===== src/rtl/pwm_pkg.sv =====
// Shared types, default widths and duty-bus helper for the multi-channel PWM.
package pwm_pkg;

  typedef enum logic {
    DIR_UP   = 1'b0,
    DIR_DOWN = 1'b1
  } dir_t;

  localparam int CH_NUM_DEF = 4;
  localparam int CNT_W_DEF  = 8;
  localparam int PSC_W_DEF  = 8;

  // LSB position of channel ch inside a packed bus of width-w lanes.
  function automatic int lane_lsb(input int ch, input int w);
    return ch * w;
  endfunction

endpackage


===== src/rtl/pwm_compare_ch.sv =====
// One PWM channel: duty shadow register, active register and registered compare.
module pwm_compare_ch
  import pwm_pkg::*;
#(
  parameter int CNT_W = CNT_W_DEF
) (
  input  logic             clk,
  input  logic             rst_n,
  input  logic             i_en,
  input  logic             i_clr,
  input  logic             i_load,
  input  logic             i_apply,
  input  logic [CNT_W-1:0] i_duty,
  input  logic [CNT_W-1:0] i_cnt,
  output logic             o_pwm
);

  logic [CNT_W-1:0] r_shadow;
  logic [CNT_W-1:0] r_active;
  logic             r_pwm;

  // A load coinciding with an apply point bypasses the shadow.
  always_ff @(posedge clk) begin
    if (!rst_n) begin
      r_shadow <= '0;
      r_active <= '0;
      r_pwm    <= 1'b0;
    end else begin
      if (i_load)
        r_shadow <= i_duty;
      if (i_apply)
        r_active <= i_load ? i_duty : r_shadow;
      if (i_clr)
        r_pwm <= 1'b0;
      else if (i_en)
        r_pwm <= (i_cnt < r_active);
    end
  end

  assign o_pwm = r_pwm;

endmodule


===== src/rtl/pwm_multi_channel.sv =====
// Multi-channel PWM with shared prescaler/counter and boundary-synchronous updates.
// Optional centre-aligned counting is enabled by defining PWM_CENTER_ALIGN_EN.
module pwm_multi_channel
  import pwm_pkg::*;
#(
  parameter int CH_NUM = CH_NUM_DEF,
  parameter int CNT_W  = CNT_W_DEF,
  parameter int PSC_W  = PSC_W_DEF
) (
  input  logic                    clk,
  input  logic                    rst_n,
  input  logic                    en,
  input  logic                    rst_counter,
  input  logic [PSC_W-1:0]        prescale,
  input  logic [CNT_W-1:0]        period,
  input  logic [CH_NUM*CNT_W-1:0] duty,
  input  logic                    duty_load,
`ifdef PWM_CENTER_ALIGN_EN
  input  logic                    center_mode,
`endif
  output logic [CH_NUM-1:0]       pwm,
  output logic                    period_done
);

  logic [PSC_W-1:0] r_psc_cnt;
  logic [CNT_W-1:0] r_cnt;
  logic [CNT_W-1:0] r_period_shd;
  logic [CNT_W-1:0] r_period_act;
  logic             r_pend;
  logic             r_period_done;

  logic             w_tick;
  logic             w_boundary;
  logic             w_update;
  logic             w_apply;
  logic [CNT_W-1:0] w_cnt_next;

`ifdef PWM_CENTER_ALIGN_EN
  dir_t r_dir;
  dir_t w_dir_next;
  logic r_center;
`endif

  // Counter next-state; in centre mode the ends are held for one tick on turnaround.
  always_comb begin
    w_tick     = en && (r_psc_cnt == prescale);
    w_cnt_next = r_cnt;
    w_boundary = 1'b0;
`ifdef PWM_CENTER_ALIGN_EN
    w_dir_next = r_dir;
    if (w_tick) begin
      if (r_center) begin
        case (r_dir)
          DIR_UP: begin
            if (r_cnt == r_period_act)
              w_dir_next = DIR_DOWN;
            else
              w_cnt_next = r_cnt + 1'b1;
          end
          DIR_DOWN: begin
            if (r_cnt == '0) begin
              w_dir_next = DIR_UP;
              w_boundary = 1'b1;
            end else begin
              w_cnt_next = r_cnt - 1'b1;
            end
          end
          default: w_dir_next = DIR_UP;
        endcase
      end else if (r_cnt == r_period_act) begin
        w_cnt_next = '0;
        w_boundary = 1'b1;
        w_dir_next = DIR_UP;
      end else begin
        w_cnt_next = r_cnt + 1'b1;
      end
    end
`else
    if (w_tick) begin
      if (r_cnt == r_period_act) begin
        w_cnt_next = '0;
        w_boundary = 1'b1;
      end else begin
        w_cnt_next = r_cnt + 1'b1;
      end
    end
`endif
  end

  assign w_update = !rst_counter || w_boundary;
  assign w_apply  = w_update && (r_pend || duty_load);

  always_ff @(posedge clk) begin
    if (!rst_n) begin
      r_psc_cnt     <= '0;
      r_cnt         <= '0;
      r_period_done <= 1'b0;
    end else if (!rst_counter) begin
      r_psc_cnt     <= '0;
      r_cnt         <= '0;
      r_period_done <= 1'b0;
    end else begin
      if (en)
        r_psc_cnt <= w_tick ? '0 : r_psc_cnt + 1'b1;
      r_cnt         <= w_cnt_next;
      r_period_done <= w_boundary;
    end
  end

`ifdef PWM_CENTER_ALIGN_EN
  // Direction register; the mode select is only re-sampled where the count restarts.
  always_ff @(posedge clk) begin
    if (!rst_n) begin
      r_dir    <= DIR_UP;
      r_center <= 1'b0;
    end else if (!rst_counter) begin
      r_dir    <= DIR_UP;
      r_center <= center_mode;
    end else begin
      r_dir <= w_dir_next;
      if (w_boundary)
        r_center <= center_mode;
    end
  end
`endif

  always_ff @(posedge clk) begin
    if (!rst_n) begin
      r_period_shd <= '0;
      r_period_act <= '0;
      r_pend       <= 1'b0;
    end else begin
      if (duty_load)
        r_period_shd <= period;
      if (w_apply)
        r_period_act <= duty_load ? period : r_period_shd;
      if (w_update)
        r_pend <= 1'b0;
      else if (duty_load)
        r_pend <= 1'b1;
    end
  end

  for (genvar i = 0; i < CH_NUM; i++) begin : g_ch
    pwm_compare_ch #(
      .CNT_W (CNT_W)
    ) u_ch (
      .clk     (clk),
      .rst_n   (rst_n),
      .i_en    (en),
      .i_clr   (!rst_counter),
      .i_load  (duty_load),
      .i_apply (w_apply),
      .i_duty  (duty[lane_lsb(i, CNT_W) +: CNT_W]),
      .i_cnt   (r_cnt),
      .o_pwm   (pwm[i])
    );
  end

  assign period_done = r_period_done;

endmodule

===== config.mk =====
export PLATFORM = sky130hd
export DESIGN_NAME = pwm_multi_channel
export DESIGN_NICKNAME = d
export VERILOG_FILES = /design/src/rtl/pwm_pkg.sv /design/src/rtl/pwm_compare_ch.sv /design/src/rtl/pwm_multi_channel.sv
export SDC_FILE = /design/constraint.sdc
export NUM_CORES = 1
export LEC_CHECK = 0
export CELL_PAD_IN_SITES_DETAIL_PLACEMENT = 1
export CELL_PAD_IN_SITES_GLOBAL_PLACEMENT = 1
export CORE_ASPECT_RATIO = 1.75
export CORE_MARGIN = 4
export CORE_UTILIZATION = 35
export CTS_CLUSTER_DIAMETER = 200
export CTS_CLUSTER_SIZE = 20
export DETAILED_ROUTE_END_ITERATION = 10
export GPL_ROUTABILITY_DRIVEN = 0
export HOLD_SLACK_MARGIN = 0.06
export PLACE_DENSITY_LB_ADDON = 0.3
export SETUP_SLACK_MARGIN = 0.15
export SYNTH_ARGS = -nofsm -noshare
export SYNTH_HDL_FRONTEND = slang
export SYNTH_SLANG_ARGS = --single-unit

===== constraint.sdc =====
create_clock -name clk -period 5 [get_ports clk]
set_input_delay 1 -clock clk [delete_from_list [all_inputs] [get_ports clk]]
set_output_delay 1 -clock clk [all_outputs]
set_load 0.005 [all_outputs]

Yosys cells after proc, flatten, opt, wreduce, memory -nomap -nowiden --
Cells that the tools add are included.
Storage, ports and cells: flip-flop bits (word level) 102, input port bits 53, word-level logic and storage cells 43
Cells by class: add/subtract/negate cells 2, magnitude comparators 4, equal/unequal tests 2, mux-type cells 9, bitwise logic cells 1, reduce and logical (&&, ||, !) cells 7
Operator list (count):
- two-way mux 8 bit | 7
- less-than comparator 8 bit | 4
- adder 8 x 1 -> 8 bit, second input constant | 2
- equality test 8 bit | 2
- logical AND 1 bit | 2
- logical OR 1 bit | 2
- two-way mux 1 bit | 2
- AND reduction 2 bit | 1
- OR reduction 2 bit | 1
- logical NOT 1 bit | 1
- inverter 1 bit | 1

Logic depth before layout (Yosys ltp) --
Gate-level depths: netlist of the first run.
depth in word-level cells 5, depth in mapped cells 8

Hierarchy --
From an unflattened synthesis of the first run, not the netlist that was laid out.
Unflattened totals: cells, all modules 515, area, all modules 4982.3 µm²
By module, submodules not included:
- pwm_compare_ch | instances 4, cells an instance 80, area each 798.3 µm², seq. area each 340.3 µm²
- pwm_multi_channel | instances 1, cells an instance 195, area each 1789.2 µm², seq. area each 680.7 µm²

Least setup slack after synthesis of the first run --
OpenSTA, ideal clock, no wires.
path type input port to flip-flop, start point input prescale[0], end point register g_ch[0].u_ch.r_active[6], arrival 2.203 ns, slack 2.669 ns, cell stages on the path 7, path buffers 2, path through xnor2_1 -> nand2_2 -> nor4_4 -> and3_1 -> buf_6 -> buf_12 -> o22ai_4
On the way: cells in the longest elaborated chain, start to end 5
Ends and longest elaborated chain:
- from (decl) | line pwm_multi_channel.sv:14 | input logic [PSC_W-1:0] prescale,
- equality test 8 bit | line pwm_multi_channel.sv:46 | w_tick = en && (r_psc_cnt == prescale);
- logical AND 1 bit | line pwm_multi_channel.sv:46
- two-way mux 1 bit | line pwm_multi_channel.sv:79 | if (w_tick) begin
- logical OR 1 bit | line pwm_multi_channel.sv:90 | assign w_update = !rst_counter || w_boundary;
- logical AND 1 bit | line pwm_multi_channel.sv:91 | assign w_apply = w_update && (r_pend || duty_load);
- to (signal assigned) | line pwm_compare_ch.sv:32 | r_active <= i_load ? i_duty : r_shadow;
- to (decl) | line pwm_compare_ch.sv:19 | logic [CNT_W-1:0] r_active;
No other way between the ends. A chain may end at the register's enable or synchronous reset.

Worst setup path in the final report of the first run --
start point input prescale[5], end point register g_ch[2].u_ch.r_active[3]
On the way: cells in the longest elaborated chain, start to end 5
Ends and longest elaborated chain (line):
- equality test 8 bit | pwm_multi_channel.sv:46
- logical AND 1 bit | pwm_multi_channel.sv:46
- two-way mux 1 bit | pwm_multi_channel.sv:79
- logical OR 1 bit | pwm_multi_channel.sv:90
- logical AND 1 bit | pwm_multi_channel.sv:91
- to (signal assigned) | pwm_compare_ch.sv:32
- to (decl) | pwm_compare_ch.sv:19
No other way between the ends.

==> results.json, run 1 <==
{
  "port_buffers": 57,
  "row_count": 58,
  "power.density_nw_per_um2": 295,
  "core_area_um2": 14400,
  "grt_max_degree": 43,
  "synth.cell_area_um2": 5130,
  "synth_seq_area_share_pct": 39.8,
  "synth_compound_area_share_pct": 15.6,
  "switchingPower_w": 0.000444,
  "fin_setup_tns_ps": 0,
  "synth_nets": 622,
  "tightest_slew_ps": 1060,
  "wl_um": 12700,
  "dr_total_vias": 3849,
  "power_frac_seq_pct": 48.7,
  "finalHoldViolCount": 0,
  "avgSynthCellArea_um2": 9.52,
  "syn_to_final_growth_pct": 18.0,
  "maxSlewViolCount": 0,
  "cts_tree": "built",
  "end_kind": "register",
  "finalNonFillerCells": 764,
  "fin_util_pct": 42.1,
  "intPower_w": 0.00134,
  "final_cell_mix": "dfxtp_1 (102), nand2_1 (93), inv_1 (74), clkdlybuf4s50_1 (56), mux2_2 (40)",
  "synth_cells": 539,
  "arrival_ps": 3300,
  "finalSetupViolations": 0,
  "crit_fanout": 24,
  "firstDrtPassIters": 4,
  "synth_xor_area_share_pct": 4.20,
  "rsz0062_at_grt": "no",
  "cts.sinks": 102,
  "final_common_cell": "dfxtp_1",
  "vdd_drop_max_mv": 0.146,
  "clock_skew_ps": 8.50,
  "required_ps": 5210,
  "htreeDepth": 3,
  "critPathKind": "primary input to register",
  "grt_overflow_total": 0,
  "synth_ff_type": "dfxtp_1",
  "power_leakage_nw": 2.54,
  "hold_buffers": 0,
  "final_net_count": 662,
  "antenna_left": 0,
  "dp.cells": 748,
  "nFillCells": 1662,
  "hp-class": "register to register",
  "drive_gt1_share_pct": 19.9,
  "initial_utilization_pct": 35.7,
  "ys_warn_count": 0,
  "clk_pin_slew_ps": 70,
  "root_buffer": "clkbuf_16",
  "synth-simple-area-share_pct": 14.6,
  "synth_fa_ha_area_share_pct": 7.32,
  "cts_buffer_depth": 2,
  "first_global_vias": 4304,
  "period_share_pct": 61.9,
  "synth_top_family_by_area": "compound AO/OA/AOI/OAI gates",
  "vias_per_cell": 5.04,
  "fin_total_pwr_w": 0.00179,
  "cp-start-kind": "primary input",
  "outcome": "finished, final reports clean",
  "synth_cell_types": 48,
  "ys_ff_latch": 102,
  "cap_violations": 0,
  "drc": 0,
  "combPwrFrac_pct": 12.6,
  "grt_usage_pct": 15.7,
  "drt-wirelength-per-cell_um": 16.6,
  "finalCriticalPeriod_ps": 3100,
  "first_iter_violations": 107,
  "dieArea_um2": 16700,
  "fmax_mhz": 323,
  "synthArstFlopShare_pct": 0,
  "synth_edf_count": 0,
  "ctsResizeCount": 0,
  "switching_share_pct": 24.8,
  "cts_inserted_buffers": 9,
  "die_h_um": 168,
  "max_slew_margin_pct": 29.4,
  "hpwl_um": 9110,
  "grt_pass1_wl_um": 20800,
  "clkPwrFrac_pct": 38.7,
  "synth.mux.area_fraction_pct": 8.78,
  "antenna_found_initial": 0,
  "clock_latency_ps": 350,
  "die_x_um": 99.5,
  "io_pins": 58,
  "post_cts_buffers": 0,
  "diodes": 0
}
## sequential cells by signal, indices dropped and copies added (netlist names)
register            cells
g_ch.u_ch.o_pwm         4
g_ch.u_ch.r_active     32
g_ch.u_ch.r_shadow     32
period_done             1
r_cnt                   8
r_pend                  1
r_period_act            8
r_period_shd            8
r_psc_cnt               8
## metal layers
layer,vias up,global-route usage (%),wire (µm)
li1,1881,-,-
met1,1898,16.3,5120
met2,49,30.6,7000
met3,21,2.99,331
met4,0,5.71,248
met5,-,0,0
## Yosys cell counts (all sizes together), types with 3 or more instances
cell    instances  area [µm²]
a21oi          10        50.1
a22o            3        26.3
a31o            4        35.0
a32o            6        60.1
and3            9        58.8
buf            17         160
clkbuf         16        60.1
dfxtp         102        2040
ha             30         375
inv            74         278
mux2           40         450
nand2          94         355
nand2b          5        31.3
nand3           3        20.0
nand4          11        68.8
nor2           11        48.8
nor2b           3        18.8
nor3            4        20.0
nor3b           6        45.0
nor4            3        40.0
o21ai          13        65.1
o22ai          40         508
xnor2          16         163
xor2            6        52.6
## critical path: stages
cell	delay, ps
clkdlybuf4s50_1	440
xnor2_2	200
nand3_2	140
nor4_4	500
and3_2	620
buf_12	270
o22ai_2	100
## per-stage QoR
step / setup slack [ps] / area (µm²) / hold slack (ps)
final: 1900 / 6060 / 488
after global routing: 1760 / 6060 / 511
after CTS: 1870 / 6060 / 490
after detailed placement: 1550 / 5770 / 478
after global placement: 1610 / 5770 / 472
after floorplan: 2670 / 5130 / 437
## cell type report
| cell class | count | area, µm² | area share (%) |
|---|---|---|---|
| multi-input combinational | 330 | 2610 | 43.0 |
| sequential | 102 | 2040 | 33.7 |
| timing repair buffer | 62 | 616 | 10.2 |
| inverter | 74 | 278 | 4.59 |
| clock buffer | 14 | 274 | 4.52 |
| tap | 180 | 225 | 3.72 |
| clock inverter | 2 | 15.0 | 0.248 |
## power groups by stage
stage / clock network (W) / registers [W] / logic (W)
floorplan: 0 / 0.000881 / 0.000149
global placement: 0 / 0.000887 / 0.000219
detailed placement: 0 / 0.000889 / 0.000228
CTS: 0.000705 / 0.000871 / 0.000230
global route: 0.000730 / 0.000874 / 0.000250
finish: 0.000692 / 0.000870 / 0.000225
## cell families after synthesis
family                   count (synthesis)
AND/OR/NAND/NOR                        155
buffers and inverters                  107
XOR/XNOR                                22
adder cells (fa/ha/maj)                 30
multiplexers                            40
AO/OA/AOI/OAI                           83
flip-flops                             102
## path summary, 6_finish.rpt
check / start / end / slack [ps] / cells after the start
max: prescale[5] / g_ch[2].u_ch.r_active[3] / 1900 / 7
max reg2reg: r_cnt[2] / g_ch[2].u_ch.r_active[3] / 1950 / 6
min reg2reg: g_ch[3].u_ch.r_active[0] / g_ch[3].u_ch.r_active[0] / 490 / 2
min: g_ch[3].u_ch.r_active[0] / g_ch[3].u_ch.r_active[0] / 490 / 2
No activity file was read; power rests on OpenSTA's default activity.
==> run 2: changes to the inputs <==
==> constraint.sdc (replaced) <==
create_clock -name clk -period 3 [get_ports clk]
set_input_delay 0.6 -clock clk [delete_from_list [all_inputs] [get_ports clk]]
set_output_delay 0.6 -clock clk [all_outputs]
set_load 0.005 [all_outputs]
==> run 2 against run 1 <==
Compared with the run above: core utilization up 0.76 points; cell area up 1.8%; clock-buffer cell count fell by 3; via count is essentially flat; register-to-register slack got worse by 1000 ps; clock skew decreased by 1.0 ps; flip-flop and latch count unchanged; die area stayed put; clock power rose by 78%; global-route usage decreased by 0.53 points; sequential power increased by 67%; critical path type unchanged; largest cell class unchanged; largest power group unchanged.
==> results.json, run 2 (synthesized netlist as in run 1, its figures left out) <==
{
  "power.density_nw_per_um2": 497,
  "finalHoldViolCount": 0,
  "met3_length_um": 395,
  "end_kind": "register",
  "min_to": "g_ch[1].u_ch.r_active[2]",
  "final_common_cell": "dfxtp_1",
  "top_layer_used": "met4",
  "diodes": 0,
  "cts_inserted_buffers": 9,
  "max_stage_delay_ps": 700,
  "row_count": 58,
  "firstDrtPassIters": 4,
  "first_iter_violations": 79,
  "crit_slowest_cell": "clkdlybuf4s50_1",
  "critPathKind": "primary input to register",
  "required_ps": 3270,
  "htreeDepth": 3,
  "hpwl_um": 8870,
  "die_h_um": 168,
  "dp.cells": 757,
  "drc": 0,
  "fin_setup_tns_ps": 0,
  "outcome": "finished, final reports clean",
  "final_net_count": 671,
  "vias_per_cell": 4.99,
  "die_x_um": 99.5,
  "core_area_um2": 14400,
  "clkPwrFrac_pct": 40.0,
  "grt_max_degree": 41,
  "combPwrFrac_pct": 12.7,
  "cts_buffer_depth": 2,
  "switchingPower_w": 0.000717,
  "clock_skew_ps": 7.48,
  "clk_pin_slew_ps": 70,
  "grt_overflow_total": 0,
  "final_cell_mix": "dfxtp_1 (102), nand2_1 (93), inv_1 (74), clkdlybuf4s50_1 (56), mux2_2 (40)",
  "initial_utilization_pct": 35.7,
  "power_frac_seq_pct": 47.3,
  "max_slew_margin_pct": 64.6,
  "post_cts_buffers": 0,
  "io_pins": 58,
  "dpl-instance-area_um2": 5860,
  "syn_to_final_growth_pct": 20.2,
  "intPower_w": 0.00235,
  "arrival_ps": 2490,
  "rsz0062_at_grt": "no",
  "rr_startpoint": "r_cnt[0]",
  "finalCriticalPeriod_ps": 2220,
  "path_cells": "clkdlybuf4s50_1 > nand2_1 > nor4_1 > buf_4 > a31oi_4 > buf_12 > o22ai_2",
  "first_global_vias": 4222,
  "crit_fanout": 40,
  "largestRegisters": "g_ch.u_ch.r_active: 32 flops, g_ch.u_ch.r_shadow: 32 flops",
  "rr_worst_depth": 7,
  "cts_tree": "built",
  "dieArea_um2": 16700,
  "dr_total_vias": 3851,
  "finalNonFillerCells": 772,
  "period_share_pct": 74.1,
  "cap_violations": 0,
  "clock_latency_ps": 340,
  "r2r_slack_ps": 920,
  "critical_path_depth": 7,
  "port_buffers": 57,
  "maxSlewViolCount": 0,
  "worst-path-buf-inv": 3,
  "drt-wirelength-per-cell_um": 15.8,
  "power_leakage_nw": 2.60,
  "antenna_found_initial": 0,
  "drive_gt1_share_pct": 20.9,
  "rr_endpoint": "g_ch[0].u_ch.r_active[5]",
  "cp-start-kind": "primary input",
  "switching_share_pct": 23.4,
  "vdd_drop_max_mv": 0.337,
  "wl_met2_um": 6670,
  "finalSetupViolations": 0,
  "antenna_left": 0,
  "hold_buffers": 0,
  "fin_area_um2": 6160,
  "wl_um": 12200,
  "hp-start": "g_ch[1].u_ch.r_active[2]",
  "grt_pass1_wl_um": 20300,
  "root_buffer": "clkbuf_16",
  "met1_length_um": 4910,
  "fmax_mhz": 450,
  "path_delay_family": "buffers and inverters",
  "cts.sinks": 102,
  "grt_usage_pct": 15.2,
  "hp-class": "register to register",
  "ctsResizeCount": 0,
  "tightest_slew_ps": 530,
  "whs_path_depth": 2
}
-- run 2: cell type report --
class | count | area [µm²]
tap | 180 | 225
sequential | 102 | 2040
inverter | 74 | 278
clock buffer | 11 | 233
fill | 1657 | 8200
multi-input combinational | 330 | 2610
clock inverter | 4 | 72.6
timing repair buffer | 71 | 708
-- run 2: how the worst max path moves through the flow --
stage                           start                       end  slack (ps)
final                              en  g_ch[0].u_ch.r_active[5]         780
after global routing      prescale[7]              r_psc_cnt[6]         660
after CTS                          en  g_ch[0].u_ch.r_active[3]         780
after detailed placement           en  g_ch[0].u_ch.r_active[3]         420
after global placement             en  g_ch[0].u_ch.r_active[7]         460
after floorplan           prescale[0]  g_ch[0].u_ch.r_active[6]        1070
-- run 2: per-layer routing --
metal	GRT usage [%]	up-vias
met5	0	-
met4	5.29	0
met3	3.19	12
met2	28.5	63
met1	16.6	1872
li1	-	1904
-- run 2: power groups by stage --
| stage | clock network (W) | logic [W] | registers (W) |
|---|---|---|---|
| floorplan | 0 | 0.000248 | 0.00147 |
| global placement | 0 | 0.000379 | 0.00148 |
| detailed placement | 0 | 0.000392 | 0.00148 |
| CTS | 0.00126 | 0.000395 | 0.00145 |
| global route | 0.00131 | 0.000429 | 0.00146 |
| finish | 0.00123 | 0.000388 | 0.00145 |
-- run 2: tightest hold or removal path, delay by kind of cell, from the launching register on --
kind            cells  cell delay [ps]
simple gates        1               70
flops               1              310
compound gates      1               60
-- run 2: per-stage QoR --
step                setup WS [ps]  utilization, %  total power [W]  hold WS, ps
finish                        778            42.9          0.00306          488
floorplan                    1070               -          0.00172          437
CTS                           777            42.9          0.00310          488
global placement              465            40.8          0.00186          471
detailed placement            423            40.8          0.00187          472
global route                  663            42.9          0.00319          499
